===== src/rtl/theremin_period_arbiter_if.sv =====
// Bundles the two measurement inputs, the output handshake and the drop counters
// of theremin_period_arbiter.
// master: measurement producers and consumer side (testbench / surrounding logic)
// slave : the arbiter itself
interface theremin_period_arbiter_if #(
    parameter int unsigned PERIOD_BITS = 16,
    parameter int unsigned DROP_BITS   = 8
);
    logic                   CH0_VALID;
    logic [PERIOD_BITS-1:0] CH0_PERIOD;
    logic                   CH1_VALID;
    logic [PERIOD_BITS-1:0] CH1_PERIOD;
    logic                   OUT_READY;
    logic                   CLEAR_DROPS;
    logic                   OUT_VALID;
    logic                   OUT_CHANNEL;
    logic [PERIOD_BITS-1:0] OUT_PERIOD;
    logic [DROP_BITS-1:0]   CH0_DROPS;
    logic [DROP_BITS-1:0]   CH1_DROPS;

    modport master (
        output CH0_VALID, CH0_PERIOD, CH1_VALID, CH1_PERIOD, OUT_READY, CLEAR_DROPS,
        input  OUT_VALID, OUT_CHANNEL, OUT_PERIOD, CH0_DROPS, CH1_DROPS
    );

    modport slave (
        input  CH0_VALID, CH0_PERIOD, CH1_VALID, CH1_PERIOD, OUT_READY, CLEAR_DROPS,
        output OUT_VALID, OUT_CHANNEL, OUT_PERIOD, CH0_DROPS, CH1_DROPS
    );
endinterface


===== src/rtl/theremin_period_arbiter.sv =====
// Merges the pitch (channel 0) and volume (channel 1) half-period streams into one
// tagged, registered valid/ready stream. Each channel is buffered in its own FIFO;
// a round-robin arbiter pops one head per free output cycle. Measurements arriving
// at a full FIFO are dropped and counted in a saturating per-channel counter.
// Ports:
//   CLK_PARALLEL  clock, rising edge
//   RESET         synchronous, active-high
//   bus           theremin_period_arbiter_if.slave (CHn_VALID/CHn_PERIOD in,
//                 OUT_VALID/OUT_CHANNEL/OUT_PERIOD/OUT_READY handshake,
//                 CLEAR_DROPS in, CH0_DROPS/CH1_DROPS out)
module theremin_period_arbiter #(
    parameter int unsigned PERIOD_BITS = 16,
    parameter int unsigned FIFO_DEPTH  = 4,
    parameter int unsigned DROP_BITS   = 8
) (
    input  logic                          CLK_PARALLEL,
    input  logic                          RESET,
    theremin_period_arbiter_if.slave      bus
);
    localparam int unsigned PTR_BITS = $clog2(FIFO_DEPTH);
    localparam int unsigned CNT_BITS = PTR_BITS + 1;
    localparam logic [CNT_BITS-1:0]  CNT_FULL = CNT_BITS'(FIFO_DEPTH);
    localparam logic [DROP_BITS-1:0] DROP_MAX = {DROP_BITS{1'b1}};

    // Per-channel FIFO storage and state
    logic [PERIOD_BITS-1:0] mem     [2][FIFO_DEPTH];
    logic [PTR_BITS-1:0]    wr_ptr  [2];
    logic [PTR_BITS-1:0]    rd_ptr  [2];
    logic [CNT_BITS-1:0]    count   [2];
    logic [DROP_BITS-1:0]   drops   [2];

    // Output register and arbitration state
    logic                   out_valid;
    logic                   out_channel;
    logic [PERIOD_BITS-1:0] out_period;
    logic                   last_grant;

    // Combinational helpers
    logic                   in_valid_c  [2];
    logic [PERIOD_BITS-1:0] in_period_c [2];
    logic [PERIOD_BITS-1:0] head_c      [2];
    logic                   nonempty_c  [2];
    logic                   push_c      [2];
    logic                   pop_c       [2];
    logic                   drop_c      [2];
    logic                   out_free_c;
    logic                   any_c;
    logic                   tie_c;
    logic                   grant_c;

    assign in_valid_c[0]  = bus.CH0_VALID;
    assign in_valid_c[1]  = bus.CH1_VALID;
    assign in_period_c[0] = bus.CH0_PERIOD;
    assign in_period_c[1] = bus.CH1_PERIOD;

    // Arbitration, push/pop/drop decisions
    always_comb begin
        out_free_c = !out_valid || bus.OUT_READY;
        for (int i = 0; i < 2; i++) begin
            nonempty_c[i] = (count[i] != '0);
            head_c[i]     = mem[i][rd_ptr[i]];
        end
        any_c   = nonempty_c[0] || nonempty_c[1];
        tie_c   = nonempty_c[0] && nonempty_c[1];
        // Tie goes to the channel not granted last; otherwise the only non-empty one
        grant_c = tie_c ? !last_grant : nonempty_c[1];
        for (int i = 0; i < 2; i++) begin
            pop_c[i]  = out_free_c && nonempty_c[i] && (grant_c == 1'(i));
            // A full FIFO still accepts a write when its head leaves in the same cycle
            push_c[i] = in_valid_c[i] && ((count[i] != CNT_FULL) || pop_c[i]);
            drop_c[i] = in_valid_c[i] && !push_c[i];
        end
    end

    // FIFOs, drop counters and output register
    always_ff @(posedge CLK_PARALLEL) begin
        if (RESET) begin
            for (int i = 0; i < 2; i++) begin
                wr_ptr[i] <= '0;
                rd_ptr[i] <= '0;
                count[i]  <= '0;
                drops[i]  <= '0;
            end
            out_valid   <= 1'b0;
            out_channel <= 1'b0;
            out_period  <= '0;
            last_grant  <= 1'b1;
        end else begin
            for (int i = 0; i < 2; i++) begin
                if (push_c[i]) begin
                    mem[i][wr_ptr[i]] <= in_period_c[i];
                    wr_ptr[i]         <= wr_ptr[i] + PTR_BITS'(1);
                end
                if (pop_c[i]) begin
                    rd_ptr[i] <= rd_ptr[i] + PTR_BITS'(1);
                end
                count[i] <= count[i] + CNT_BITS'(push_c[i]) - CNT_BITS'(pop_c[i]);

                // Clear wins over the old value but still records a same-cycle drop
                if (bus.CLEAR_DROPS) begin
                    drops[i] <= DROP_BITS'(drop_c[i]);
                end else if (drop_c[i] && (drops[i] != DROP_MAX)) begin
                    drops[i] <= drops[i] + DROP_BITS'(1);
                end
            end

            if (out_free_c) begin
                out_valid <= any_c;
                if (any_c) begin
                    out_channel <= grant_c;
                    out_period  <= head_c[grant_c];
                end
                if (tie_c) begin
                    last_grant <= grant_c;
                end
            end
        end
    end

    assign bus.OUT_VALID   = out_valid;
    assign bus.OUT_CHANNEL = out_channel;
    assign bus.OUT_PERIOD  = out_period;
    assign bus.CH0_DROPS   = drops[0];
    assign bus.CH1_DROPS   = drops[1];
endmodule


===== src/flat_wrapper.sv =====
// flat-port wrapper written by rule: the top's interface ports become plain ports
module theremin_period_arbiter_flat 
#(
    parameter int unsigned PERIOD_BITS = 16,
    parameter int unsigned FIFO_DEPTH  = 4,
    parameter int unsigned DROP_BITS   = 8
)
  (CLK_PARALLEL, RESET, bus_CH0_VALID, bus_CH0_PERIOD, bus_CH1_VALID, bus_CH1_PERIOD, bus_OUT_READY, bus_CLEAR_DROPS, bus_OUT_VALID, bus_OUT_CHANNEL, bus_OUT_PERIOD, bus_CH0_DROPS, bus_CH1_DROPS);
  theremin_period_arbiter_if #(.PERIOD_BITS(PERIOD_BITS), .DROP_BITS(DROP_BITS)) bus_i ();
  input  logic CLK_PARALLEL;
  input  logic RESET;
  input wire logic [$bits(bus_i.CH0_VALID)-1:0] bus_CH0_VALID;
  input wire logic [$bits(bus_i.CH0_PERIOD)-1:0] bus_CH0_PERIOD;
  input wire logic [$bits(bus_i.CH1_VALID)-1:0] bus_CH1_VALID;
  input wire logic [$bits(bus_i.CH1_PERIOD)-1:0] bus_CH1_PERIOD;
  input wire logic [$bits(bus_i.OUT_READY)-1:0] bus_OUT_READY;
  input wire logic [$bits(bus_i.CLEAR_DROPS)-1:0] bus_CLEAR_DROPS;
  output wire logic [$bits(bus_i.OUT_VALID)-1:0] bus_OUT_VALID;
  output wire logic [$bits(bus_i.OUT_CHANNEL)-1:0] bus_OUT_CHANNEL;
  output wire logic [$bits(bus_i.OUT_PERIOD)-1:0] bus_OUT_PERIOD;
  output wire logic [$bits(bus_i.CH0_DROPS)-1:0] bus_CH0_DROPS;
  output wire logic [$bits(bus_i.CH1_DROPS)-1:0] bus_CH1_DROPS;
  assign bus_i.CH0_VALID = bus_CH0_VALID;
  assign bus_i.CH0_PERIOD = bus_CH0_PERIOD;
  assign bus_i.CH1_VALID = bus_CH1_VALID;
  assign bus_i.CH1_PERIOD = bus_CH1_PERIOD;
  assign bus_i.OUT_READY = bus_OUT_READY;
  assign bus_i.CLEAR_DROPS = bus_CLEAR_DROPS;
  assign bus_OUT_VALID = bus_i.OUT_VALID;
  assign bus_OUT_CHANNEL = bus_i.OUT_CHANNEL;
  assign bus_OUT_PERIOD = bus_i.OUT_PERIOD;
  assign bus_CH0_DROPS = bus_i.CH0_DROPS;
  assign bus_CH1_DROPS = bus_i.CH1_DROPS;
  theremin_period_arbiter #(.PERIOD_BITS(PERIOD_BITS), .FIFO_DEPTH(FIFO_DEPTH), .DROP_BITS(DROP_BITS)) u_core (.CLK_PARALLEL(CLK_PARALLEL), .RESET(RESET), .bus(bus_i));
endmodule

===== config.mk =====
export PLATFORM = sky130hd
export DESIGN_NAME = theremin_period_arbiter_flat
export DESIGN_NICKNAME = d
export VERILOG_FILES = /design/src/rtl/theremin_period_arbiter_if.sv /design/src/rtl/theremin_period_arbiter.sv /design/src/flat_wrapper.sv
export SDC_FILE = /design/constraint.sdc
export NUM_CORES = 1
export LEC_CHECK = 0
export BUFFER_PORTS_ARGS = -buffer_cell sky130_fd_sc_hd__buf_2
export CAP_MARGIN = 25
export CORE_MARGIN = 2
export CORE_UTILIZATION = 40
export CTS_BUF_LIST = sky130_fd_sc_hd__clkbuf_8
export CTS_CLUSTER_DIAMETER = 100
export DETAILED_ROUTE_END_ITERATION = 8
export PLACE_DENSITY_LB_ADDON = 0.05
export RECOVER_POWER = 50
export SLEW_MARGIN = 25
export SYNTH_ARGS = -nofsm -noshare
export SYNTH_HDL_FRONTEND = slang
export SYNTH_SLANG_ARGS = --single-unit

===== constraint.sdc =====
create_clock -name CLK_PARALLEL -period 3.14 [get_ports CLK_PARALLEL]
set_clock_uncertainty 0.05 [all_clocks]
set_input_delay 0.157 -clock CLK_PARALLEL [delete_from_list [all_inputs] [get_ports CLK_PARALLEL]]
set_output_delay 0.157 -clock CLK_PARALLEL [all_outputs]
set_load 0.005 [all_outputs]

[Word-level counts from Yosys, hierarchy flattened]
Memory sizes are Yosys's and may differ from the RTL's.
Index checks and enable logic that the tools add are counted.
Word-level totals
  bits of input ports: 38
  memories kept: 5
  word-level logic and storage cells: 123
  memory bits (writable): 158
  output and inout bits: 34
  register bits: 19
Memories
  u_core.mem: words 2, width 64, rd ports 2, clocked after memory_dff 0, write ports 2, line theremin_period_arbiter.sv:26  | logic [PERIOD_BITS-1:0] mem [2][FIFO_DEPTH];
  u_core.drops: words 2, width 8, rd ports 2, clocked after memory_dff 0, write ports 2, line theremin_period_arbiter.sv:30  | logic [DROP_BITS-1:0] drops [2];
  u_core.count: words 2, width 3, rd ports 2, clocked after memory_dff 0, write ports 2, line theremin_period_arbiter.sv:29  | logic [CNT_BITS-1:0] count [2];
  u_core.rd_ptr: words 2, width 2, rd ports 2, clocked after memory_dff 0, write ports 2, line theremin_period_arbiter.sv:28  | logic [PTR_BITS-1:0] rd_ptr [2];
  u_core.wr_ptr: words 2, width 2, rd ports 2, clocked after memory_dff 0, write ports 2, line theremin_period_arbiter.sv:27  | logic [PTR_BITS-1:0] wr_ptr [2];
Operators by class
  add/subtract/negate cells: 10
  multiplexer cells: 52
  bitwise logic cells: 16
  magnitude comparators: 7
  reductions and logical operators: 25
  eq/ne operators: 4
Operators with widths (count)
  2-to-1 mux 16 bit: 9
  2-to-1 mux 64 bit: 2
  binary-select mux 16 bit (select 2 bit): 2
  demux 16 bit (select 2 bit): 2
  2-to-1 mux 8 bit: 4
  2-to-1 mux 1 bit: 27
  adder 8 x 1 -> 8 bit (second input constant): 2
  != test 8 bit (second input constant): 2
  logical AND 1 bit: 13
  >= comparator 3 bit (second input constant): 4
  inverter 2 -> 3 bit: 4
  bitwise OR 1 bit: 10
  adder 2 x 1 -> 2 bit (second input constant): 4
  2-to-1 mux 2 bit: 4
  adder 3 x 1 -> 3 bit: 2
  less-than comparator 3 x 1 -> 1 bit (second input constant): 2
  2-to-1 mux 3 bit: 2
  != test 3 bit (second input constant): 2
  nonzero test 3 bit: 2
  subtractor 3 x 1 -> 3 bit: 2
  zero test 1 bit: 4
  logical OR 1 bit: 4
  AND reduction 2 bit: 2
  >= comparator 2 bit (second input constant): 1
  other kinds (2): 2

[Longest topological paths before layout]
Gate-level depths: netlist (run 1).
  depth in word-level cells: 15
  mapped depth: 13
  mapped depth without buffers: 11

[Worst setup path before layout (run 1)]
OpenSTA, ideal clock, no wires.
  path type: flip-flop to flip-flop
  start point: memory u_core.count[0][2] (netlist bit)
  end point: memory u_core.mem[0][64] (netlist bit) (enable)
  cell stages (with the launch flop): 6
  required time: 2.677 ns
  arrival: 2.429 ns
  library setup time: 0.413 ns
  path buffers: 1
  setup slack: 0.248 ns
  period minus slack after synthesis: 2.892 ns
  cells stage by stage: dfxtp_1 -> o31ai_4 -> a2111oi_2 -> nand2b_1 -> buf_6 -> nor3b_1
RTL lines (line)
  from (decl): theremin_period_arbiter.sv:29
  to (decl): theremin_period_arbiter.sv:26

==> flow_summary_export.csv, run 1 <==
group,metric,value,unit
route,remaining_drc_errors,0,
floorplan,io_pins,72,
logic_synthesis,syn_area,7247,um2
logic_synthesis,syn_inst,429,
placement,gp_congestion,0.7415,
critical_path,required,3.41,ns
route,wl,13970,um
final_layout,n_antenna_cell,0,
final_layout,finalNonFillerCells,785,
grt,grt_overflow,0,
cts,cts.sinks,177,
timing,minimum_hold_slack,0.07774,ns
cts,cts_max_level,4,
timing,tightest_slew,0.9063,ns
cts,clock_latency,0.44,ns
final_layout,n_fill_cell,1556,
timing,fin_crit_share,0.8471,
timing,max_slew_headroom,0.3958,
timing,rsz_0062_raised_after_global_routing,"no",
min_path,hold_class,"input port to register",
placement,portBuffers,71,
placement,dp_hpwl,9084,um
route,detail_route.wl_per_cell,17.80,um
critical_path,critPathArrivalTime,2.93,ns
cts,cts_post_setup_buffers_inserted,0,
grt,grt_start_max_net_pins,33,
critical_path,worst-setup-path-type,"register to register",
logic_synthesis,synth.distinct_cells,38,
final_layout,layout-area-overhead-vs-synth,17.68,%
logic_synthesis,synth-xor-area-share,0.02296,
critical_path,timing.critical_path.fanout_max,19,
logic_synthesis,synth_enable_flop_cells,152,
floorplan,core,17840,um2
logic_synthesis,ys_seq_elements,177,
logic_synthesis,synth_compound_gate_area_share,0.04368,
floorplan,die_height,138.6,um
logic_synthesis,synth_ff_type,"sky130_fd_sc_hd__edfxtp_1",
cts,cts.clk_slew.worst_paths,0.10,ns
logic_synthesis,synthArstFlopShare,0,
placement,numPlacedInstances,721,
route,detailroute.via_count,3892,
cts,cts_buffers,17,
pwr,static-leakage-power,2.945,nW
timing,setup_total_negative_slack,0,ns
floorplan,placementRows,49,
floorplan,chipWidth,138.6,um
logic_synthesis,yosys.area_share.simple,0.05732,
logic_synthesis,synth_top_family_by_area,"multiplexers",
pwr,irDropWorstVdd,305.9,uV
cts,cts_root_buf,"sky130_fd_sc_hd__clkbuf_8",
final_layout,final_util,0.4780,
cts,clock_tree.buffer_depth,2,
logic_synthesis,synth.mux.area_fraction,0.1215,
grt,first_global_vias,3925,
pwr,power_density,747.2,nW/um2
route,ant_nets,0,
run,max_cap_violations,0,
logic_synthesis,mappedNetlistNets,483,
critical_path,start_kind,"register",
logic_synthesis,synth_fa_ha_area_frac,0.02970,
floorplan,die_area,19210,um2
timing,maxClockFrequency,0.3760,GHz
grt,grt_first_pass_wirelength,21720,um
grt,grt_antenna_before_repair,0,
floorplan,starting_density_of_the_core,0.4062,
route,route.detailed.vias_per_inst,4.958,
final_layout,num-nets-final,597,
route,drtPass1Iterations,4,
timing,period_minus_slack,2.660,ns
route,detail_route.iter0.violations,158,
final_layout,post_route_cells_drive_above_1_share,0.1996,
timing,setup_viol,0,
logic_synthesis,synth_sequential_area_ratio,0.6989,
outcome,status,"finished clean",
timing,final_hold_viol_count,0,
critical_path,endpoint_kind,"register",
timing,timing.final.max_slew_violations,0,
logic_synthesis,post_synth.cell_area_avg,16.89,um2
grt,grt_util_all_layers,0.1503,
cts,cts_tree,"built",
logic_synthesis,ys_warn_count,0,
metal layers:
layer | GRT usage | part of all wire
met5 | 0 | 0
met4 | 0.04189 | 0.0089
met3 | 0.03798 | 0.037
met2 | 0.2606 | 0.51
met1 | 0.1883 | 0.44
path summary, 6_finish.rpt:
check                                      start                                  end  slack (ns)  cells after the start
min                              bus_CLEAR_DROPS     u_core.drops[0][0]$_SDFFCE_PP0P_        0.08                      3
max reg2reg        u_core.count[0][4]$_SDFF_PP0_        u_core.count[0][5]$_SDFF_PP0_        0.48                     11
max                u_core.count[0][4]$_SDFF_PP0_        u_core.count[0][5]$_SDFF_PP0_        0.48                     11
min reg2reg  u_core.bus.OUT_CHANNEL$_SDFFE_PP0P_  u_core.bus.OUT_CHANNEL$_SDFFE_PP0P_        0.46                      2
registers in the layout, summed over array words and instances, names as in the netlist:
register / flops
u_core.bus.OUT_CHANNEL: 1
u_core.bus.OUT_PERIOD: 16
u_core.bus.OUT_VALID: 1
u_core.count: 6
u_core.drops: 16
u_core.last_grant: 1
u_core.mem: 128
u_core.rd_ptr: 4
u_core.wr_ptr: 4
cell usage after synthesis (all sizes together), types with 3 or more instances:
master / number / area share
inv: 18 / 0.0093
xor2: 6 / 0.0073
edfxtp: 152 / 0.63
nand2: 18 / 0.012
mux2i: 16 / 0.022
nand3: 5 / 0.0035
xnor2: 13 / 0.016
nor3: 11 / 0.0076
or3: 3 / 0.0026
dfxtp: 25 / 0.069
mux4: 32 / 0.099
clkbuf: 8 / 0.0041
buf: 12 / 0.012
nor2b: 3 / 0.0026
o21ai: 20 / 0.014
nor3b: 8 / 0.0097
ha: 14 / 0.024
nor2: 25 / 0.013
a21oi: 21 / 0.015
what timing repair did:
item | CTS | global route
resized for setup | 0 | 0
hold endpoints to repair | 128 | 0
hold buffers | 32 | 0
power by group:
part | internal [mW] | switching (mW) | total, mW | leakage (nW)
registers | 2.84 | 0.247 | 3.08 | 1.63
clock network | 0.717 | 0.822 | 1.54 | 0.201
logic | 0.862 | 0.890 | 1.75 | 1.11
total | 4.41 | 1.96 | 6.37 | 2.95
critical path, stage by stage, from the launching register on:
cell	delay (ns)
sky130_fd_sc_hd__dfxtp_1	0.38
sky130_fd_sc_hd__or3_1	0.53
sky130_fd_sc_hd__nand2_8	0.24
sky130_fd_sc_hd__nor2_1	0.07
sky130_fd_sc_hd__ha_1	0.27
sky130_fd_sc_hd__inv_1	0.06
sky130_fd_sc_hd__ha_1	0.13
sky130_fd_sc_hd__inv_1	0.05
sky130_fd_sc_hd__fa_1	0.38
sky130_fd_sc_hd__xnor2_1	0.20
sky130_fd_sc_hd__xnor2_1	0.13
sky130_fd_sc_hd__nor2_1	0.05
cell usage in the layout (no fill, tap or decap), types with 5 or more instances in the layout:
cell type,instances
sky130_fd_sc_hd__clkbuf_8,17
sky130_fd_sc_hd__mux2i_1,16
sky130_fd_sc_hd__xor2_1,6
sky130_fd_sc_hd__buf_2,22
sky130_fd_sc_hd__dlygate4sd3_1,32
sky130_fd_sc_hd__xnor2_1,13
sky130_fd_sc_hd__ha_1,14
sky130_fd_sc_hd__a21oi_1,21
sky130_fd_sc_hd__o21ai_0,20
sky130_fd_sc_hd__buf_4,12
sky130_fd_sc_hd__inv_6,7
sky130_fd_sc_hd__nor3b_2,8
sky130_fd_sc_hd__nor2_1,25
sky130_fd_sc_hd__inv_1,18
sky130_fd_sc_hd__nand2_1,17
sky130_fd_sc_hd__nor3_1,11
sky130_fd_sc_hd__nand3_1,5
sky130_fd_sc_hd__edfxtp_1,152
sky130_fd_sc_hd__dfxtp_1,25
sky130_fd_sc_hd__clkbuf_1,49
sky130_fd_sc_hd__mux4_2,32
through the flow:
stage          total power [mW]  worst slack (ns)  instance area [um2]
4_1_cts                   6.525            0.4304                 8596
6_report                  6.373            0.4801                 8528
3_5_place_dp              4.942            0.4389                 7889
5_1_grt                   6.768            0.3028                 8528
3_3_place_gp              4.923            0.5176                 7889
2_1_floorplan             4.447            0.2485                 7247
area by class of cell:
| type | count | area (um2) | area share |
|---|---|---|---|
| inverter | 18 | 67.56 | 0.007923 |
| timing repair buffer | 115 | 704.4 | 0.08260 |
| sequential | 177 | 5065 | 0.5939 |
| clock inverter | 15 | 152.6 | 0.01790 |
| multi-input combinational | 214 | 2018 | 0.2366 |
| tap | 229 | 286.5 | 0.03360 |
| clock buffer | 17 | 234.0 | 0.02744 |
cells by family (layout without fill, tap and decap cells):
family / Yosys count / in the layout
DFF: 177 / 177
muxes: 48 / 48
buffers and inverters: 38 / 165
xor gates and xnor gates: 19 / 19
and+or+nand+nor: 81 / 81
AOI/OAI and AO/OA: 50 / 50
adders and majority gates: 16 / 16
Note: power is estimated with default switching activity, not from simulation.
==> run 2: changes to the inputs <==
--- a/config.mk
+++ b/config.mk
@@ -5,6 +5,7 @@
 export SDC_FILE = /design/constraint.sdc
 export NUM_CORES = 1
 export LEC_CHECK = 0
+export ABC_AREA = 1
 export BUFFER_PORTS_ARGS = -buffer_cell sky130_fd_sc_hd__buf_2
 export CAP_MARGIN = 25
 export CORE_MARGIN = 2
==> constraint.sdc (replaced) <==
create_clock -name CLK_PARALLEL -period 2.42 [get_ports CLK_PARALLEL]
set_clock_uncertainty 0.05 [all_clocks]
set_input_delay 0.121 -clock CLK_PARALLEL [delete_from_list [all_inputs] [get_ports CLK_PARALLEL]]
set_output_delay 0.121 -clock CLK_PARALLEL [all_outputs]
set_load 0.005 [all_outputs]
==> run 2 against run 1 <==
Compared with the run above:
- die area is 3.2% higher
- worst hold slack worse by 0.039 ns
- core utilization fell by 0.19 points
- combinational power increased by 86%
- design area rose by 3.4%
- global-route usage rose by 2.1 points
- routed wire length increased by 16%
- clock power up 27%
- sequential share of layout area shrank 1.9 points
- count of clock-buffer cells in the layout did not move
- synthesized cell count grew 57%
- setup slack got worse by 0.29 ns
==> flow_summary_export.csv, run 2 <==
group,metric,value,unit
cts,clock_latency,0.45,ns
logic_synthesis,synth_ff_type,"sky130_fd_sc_hd__edfxtp_1",
final_layout,final_util,0.4761,
pwr,power_frac_clock,0.214,
outcome,status,"finished clean",
logic_synthesis,post_synth.cell_area_avg,11.14,um2
cts,clock_tree.buffer_depth,2,
route,wl,16180,um
timing,minimum_hold_slack,0.03902,ns
pwr,power_density,1036,nW/um2
timing,setup_viol,0,
cts,cts_tree,"built",
logic_synthesis,synth-xor-area-share,0.01287,
critical_path,worst-setup-path-type,"register to register",
pwr,irDropWorstVdd,396.3,uV
logic_synthesis,synth_fa_ha_area_frac,0.02874,
final_layout,design_area,8816,um2
route,remaining_drc_errors,0,
logic_synthesis,synthArstFlopShare,0,
logic_synthesis,synthDominantCellAreaShare,0.6096,
logic_synthesis,synth_top_family_by_area,"simple AND/OR/NAND/NOR gates",
timing,tightest_slew,0.5626,ns
final_layout,post_route_cells_drive_above_1_share,0.1106,
floorplan,placementRows,50,
logic_synthesis,post_synth_main_area_contributors,"sky130_fd_sc_hd__edfxtp_1 (61%), sky130_fd_sc_hd__dfxtp_1 (6.7%), sky130_fd_sc_hd__nand2_1 (6.3%)",
timing,max_slew_headroom,0.6249,
grt,grt_util_all_layers,0.1716,
cts,cts.clk_slew.worst_paths,0.09,ns
logic_synthesis,synth_enable_flop_cells,152,
timing,final_hold_viol_count,0,
cts,cts_buffers,17,
logic_synthesis,synth.mux.area_fraction,0,
grt,grt_antenna_before_repair,0,
critical_path,required,2.71,ns
timing,setup_total_negative_slack,0,ns
route,ant_nets,0,
final_layout,mostFrequentLayoutCell,"sky130_fd_sc_hd__edfxtp_1",
route,route.detailed.vias_per_inst,4.804,
logic_synthesis,yosys.area_share.simple,0.1726,
placement,gp_congestion,0.7494,
grt,first_global_vias,4894,
floorplan,chipWidth,140.8,um
timing,period_minus_slack,2.232,ns
logic_synthesis,ys_warn_count,0,
critical_path,critical-path-max-stage-delay,0.37,ns
cts,cts.sinks,177,
route,detail_route.iter0.violations,292,
min_path,hold_class,"input port to register",
logic_synthesis,mappedNetlistNets,726,
critical_path,timing.critical_path.cells,"inv_1 > nor2_2 > inv_1 > nand3_2 > inv_1 > ha_1 > inv_1 > ha_1 > inv_1 > fa_1 > xor2_1 > o21ai_0 > a21oi_1",
logic_synthesis,synth_compound_gate_area_share,0.06083,
floorplan,core,18520,um2
critical_path,worst_path_max_delay_cell,"sky130_fd_sc_hd__fa_1",
logic_synthesis,most_frequent_cell_after_synthesis,"sky130_fd_sc_hd__edfxtp_1",
pwr,cell_internal_pwr,5.725,mW
pwr,netSwitchingFraction,0.3731,
floorplan,io_pins,72,
cts,cts_post_setup_buffers_inserted,0,
final_layout,largest_register_ff_count,128,
timing,rsz_0062_raised_after_global_routing,"no",
placement,dp_hpwl,10800,um
cts,cts_max_level,4,
critical_path,endpoint_kind,"register",
pwr,post-layout-total-power,9.132,mW
critical_path,start_kind,"register",
grt,grt_start_max_net_pins,35,
pwr,static-leakage-power,3.381,nW
route,drtPass1Iterations,5,
grt,grt_overflow,0,
floorplan,starting_density_of_the_core,0.4043,
grt,grt_first_pass_wirelength,26030,um
final_layout,num-nets-final,847,
timing,maxClockFrequency,0.4479,GHz
route,detailroute.via_count,4991,
floorplan,die_height,140.8,um
logic_synthesis,syn_inst,672,
logic_synthesis,ys_seq_elements,177,
critical_path,timing.critical_path.fanout_max,4,
logic_synthesis,syn_area,7487,um2
timing,timing.final.max_slew_violations,0,
logic_synthesis,synth.distinct_cells,32,
critical_path,critPathArrivalTime,2.52,ns
logic_synthesis,yosys.area.top_type,"sky130_fd_sc_hd__edfxtp_1",
floorplan,die_area,19830,um2
final_layout,mostFrequentLayoutCells,"sky130_fd_sc_hd__edfxtp_1 (152), sky130_fd_sc_hd__nand2_1 (126), sky130_fd_sc_hd__nor2_1 (94)",
pwr,power_share_of_the_combinational_group,0.356,
timing,fin_crit_share,0.9225,
final_layout,n_antenna_cell,0,
logic_synthesis,synth_sequential_area_ratio,0.6765,
cts,cts_root_buf,"sky130_fd_sc_hd__clkbuf_8",
placement,placedInstanceArea,8183,um2
final_layout,layout-area-overhead-vs-synth,17.75,%
route,detail_route.wl_per_cell,15.57,um
placement,portBuffers,71,
logic_synthesis,netlist_top_cells_count,"sky130_fd_sc_hd__edfxtp_1 (152), sky130_fd_sc_hd__nand2_1 (126), sky130_fd_sc_hd__nor2_1 (95), sky130_fd_sc_hd__nand3_1 (61), sky130_fd_sc_hd__inv_1 (51)",
critical_path,cp_common_cell,"sky130_fd_sc_hd__inv_1",
pwr,seq_power_share,0.431,
pwr,p_switching,3.407,mW
run,max_cap_violations,0,
## run 2: cell types whose count changed after synthesis, moves of 10 or more
| cell | delta |
|---|---|
| sky130_fd_sc_hd__nor2_1 | +70 |
| sky130_fd_sc_hd__inv_1 | +33 |
| sky130_fd_sc_hd__o211ai_1 | +15 |
| sky130_fd_sc_hd__mux4_2 | -32 |
| sky130_fd_sc_hd__nand3_1 | +56 |
| sky130_fd_sc_hd__mux2i_1 | -16 |
| sky130_fd_sc_hd__o21ai_0 | +15 |
| sky130_fd_sc_hd__nand2_1 | +109 |
| sky130_fd_sc_hd__xnor2_1 | -10 |
## run 2: through the flow
stage          setup WS, ns  cells
2_1_floorplan        0.2438    672
3_3_place_gp         0.1959    974
3_5_place_dp         0.1439    974
6_report             0.1876   1039
5_1_grt            0.005553   1039
4_1_cts              0.1199   1039
## run 2: power groups by stage
stage	sequential (mW)	clock [mW]	combinational (mW)
after floorplan	3.94	0	2.30
after global placement	3.99	0	3.25
after detailed placement	4.00	0	3.31
after CTS	3.93	2.02	3.36
after global routing	3.99	2.13	3.74
final	3.93	1.95	3.25
## run 2: final timing paths
check	from	end	slack (ns)	depth (start not counted)
setup / recovery	u_core.bus.OUT_VALID$_SDFFE_PP0P_	u_core.count[0][5]$_SDFF_PP0_	0.19	13
hold reg to reg	u_core.count[0][2]$_SDFF_PP0_	u_core.count[0][2]$_SDFF_PP0_	0.40	1
hold / removal	bus_CH0_VALID	u_core.drops[0][0]$_SDFFCE_PP0P_	0.04	3
setup reg to reg	u_core.bus.OUT_VALID$_SDFFE_PP0P_	u_core.count[0][5]$_SDFF_PP0_	0.19	13
## run 2: kinds of logic after synthesis
group	count (synthesis)
xor gates and xnor gates	11
AOI/OAI and AO/OA	80
adders and majority gates	16
DFF	177
buffers and inverters	84
and+or+nand+nor	304
## run 2: routing by layer
metal | share of wire | vias up | GRT usage
met1 | 0.47 | 2364 | 0.2356
met5 | 0 | - | 0
met3 | 0.033 | 10 | 0.03193
met2 | 0.49 | 85 | 0.2780
li1 | - | 2532 | -
met4 | 0.011 | 0 | 0.05579
## run 2: cell type report
cell class	count	area, um2
well taps	234	292.8
flip-flops and latches	177	5069
inverters	56	210.2
multi-input cells	411	2056
fillers	1797	9702
clock buffers	17	234.0
repair buffers	130	818.3
clock inverters	14	136.4
## run 2: timing repair
action | in CTS | in global routing
resized for setup | 0 | 4
hold buffers | 34 | 0
endpoints found under the hold margin | 138 | 0
endpoints found under the setup margin | 0 | 2
## run 2: worst max-delay path, delay by kind of cell, from the launching register on
family	cells	cell delay (ns)
adders and majority gates	3	0.78
DFF	1	0.33
buffers and inverters	5	0.31
AOI/OAI and AO/OA	2	0.24
and+or+nand+nor	2	0.22
xor gates and xnor gates	1	0.19
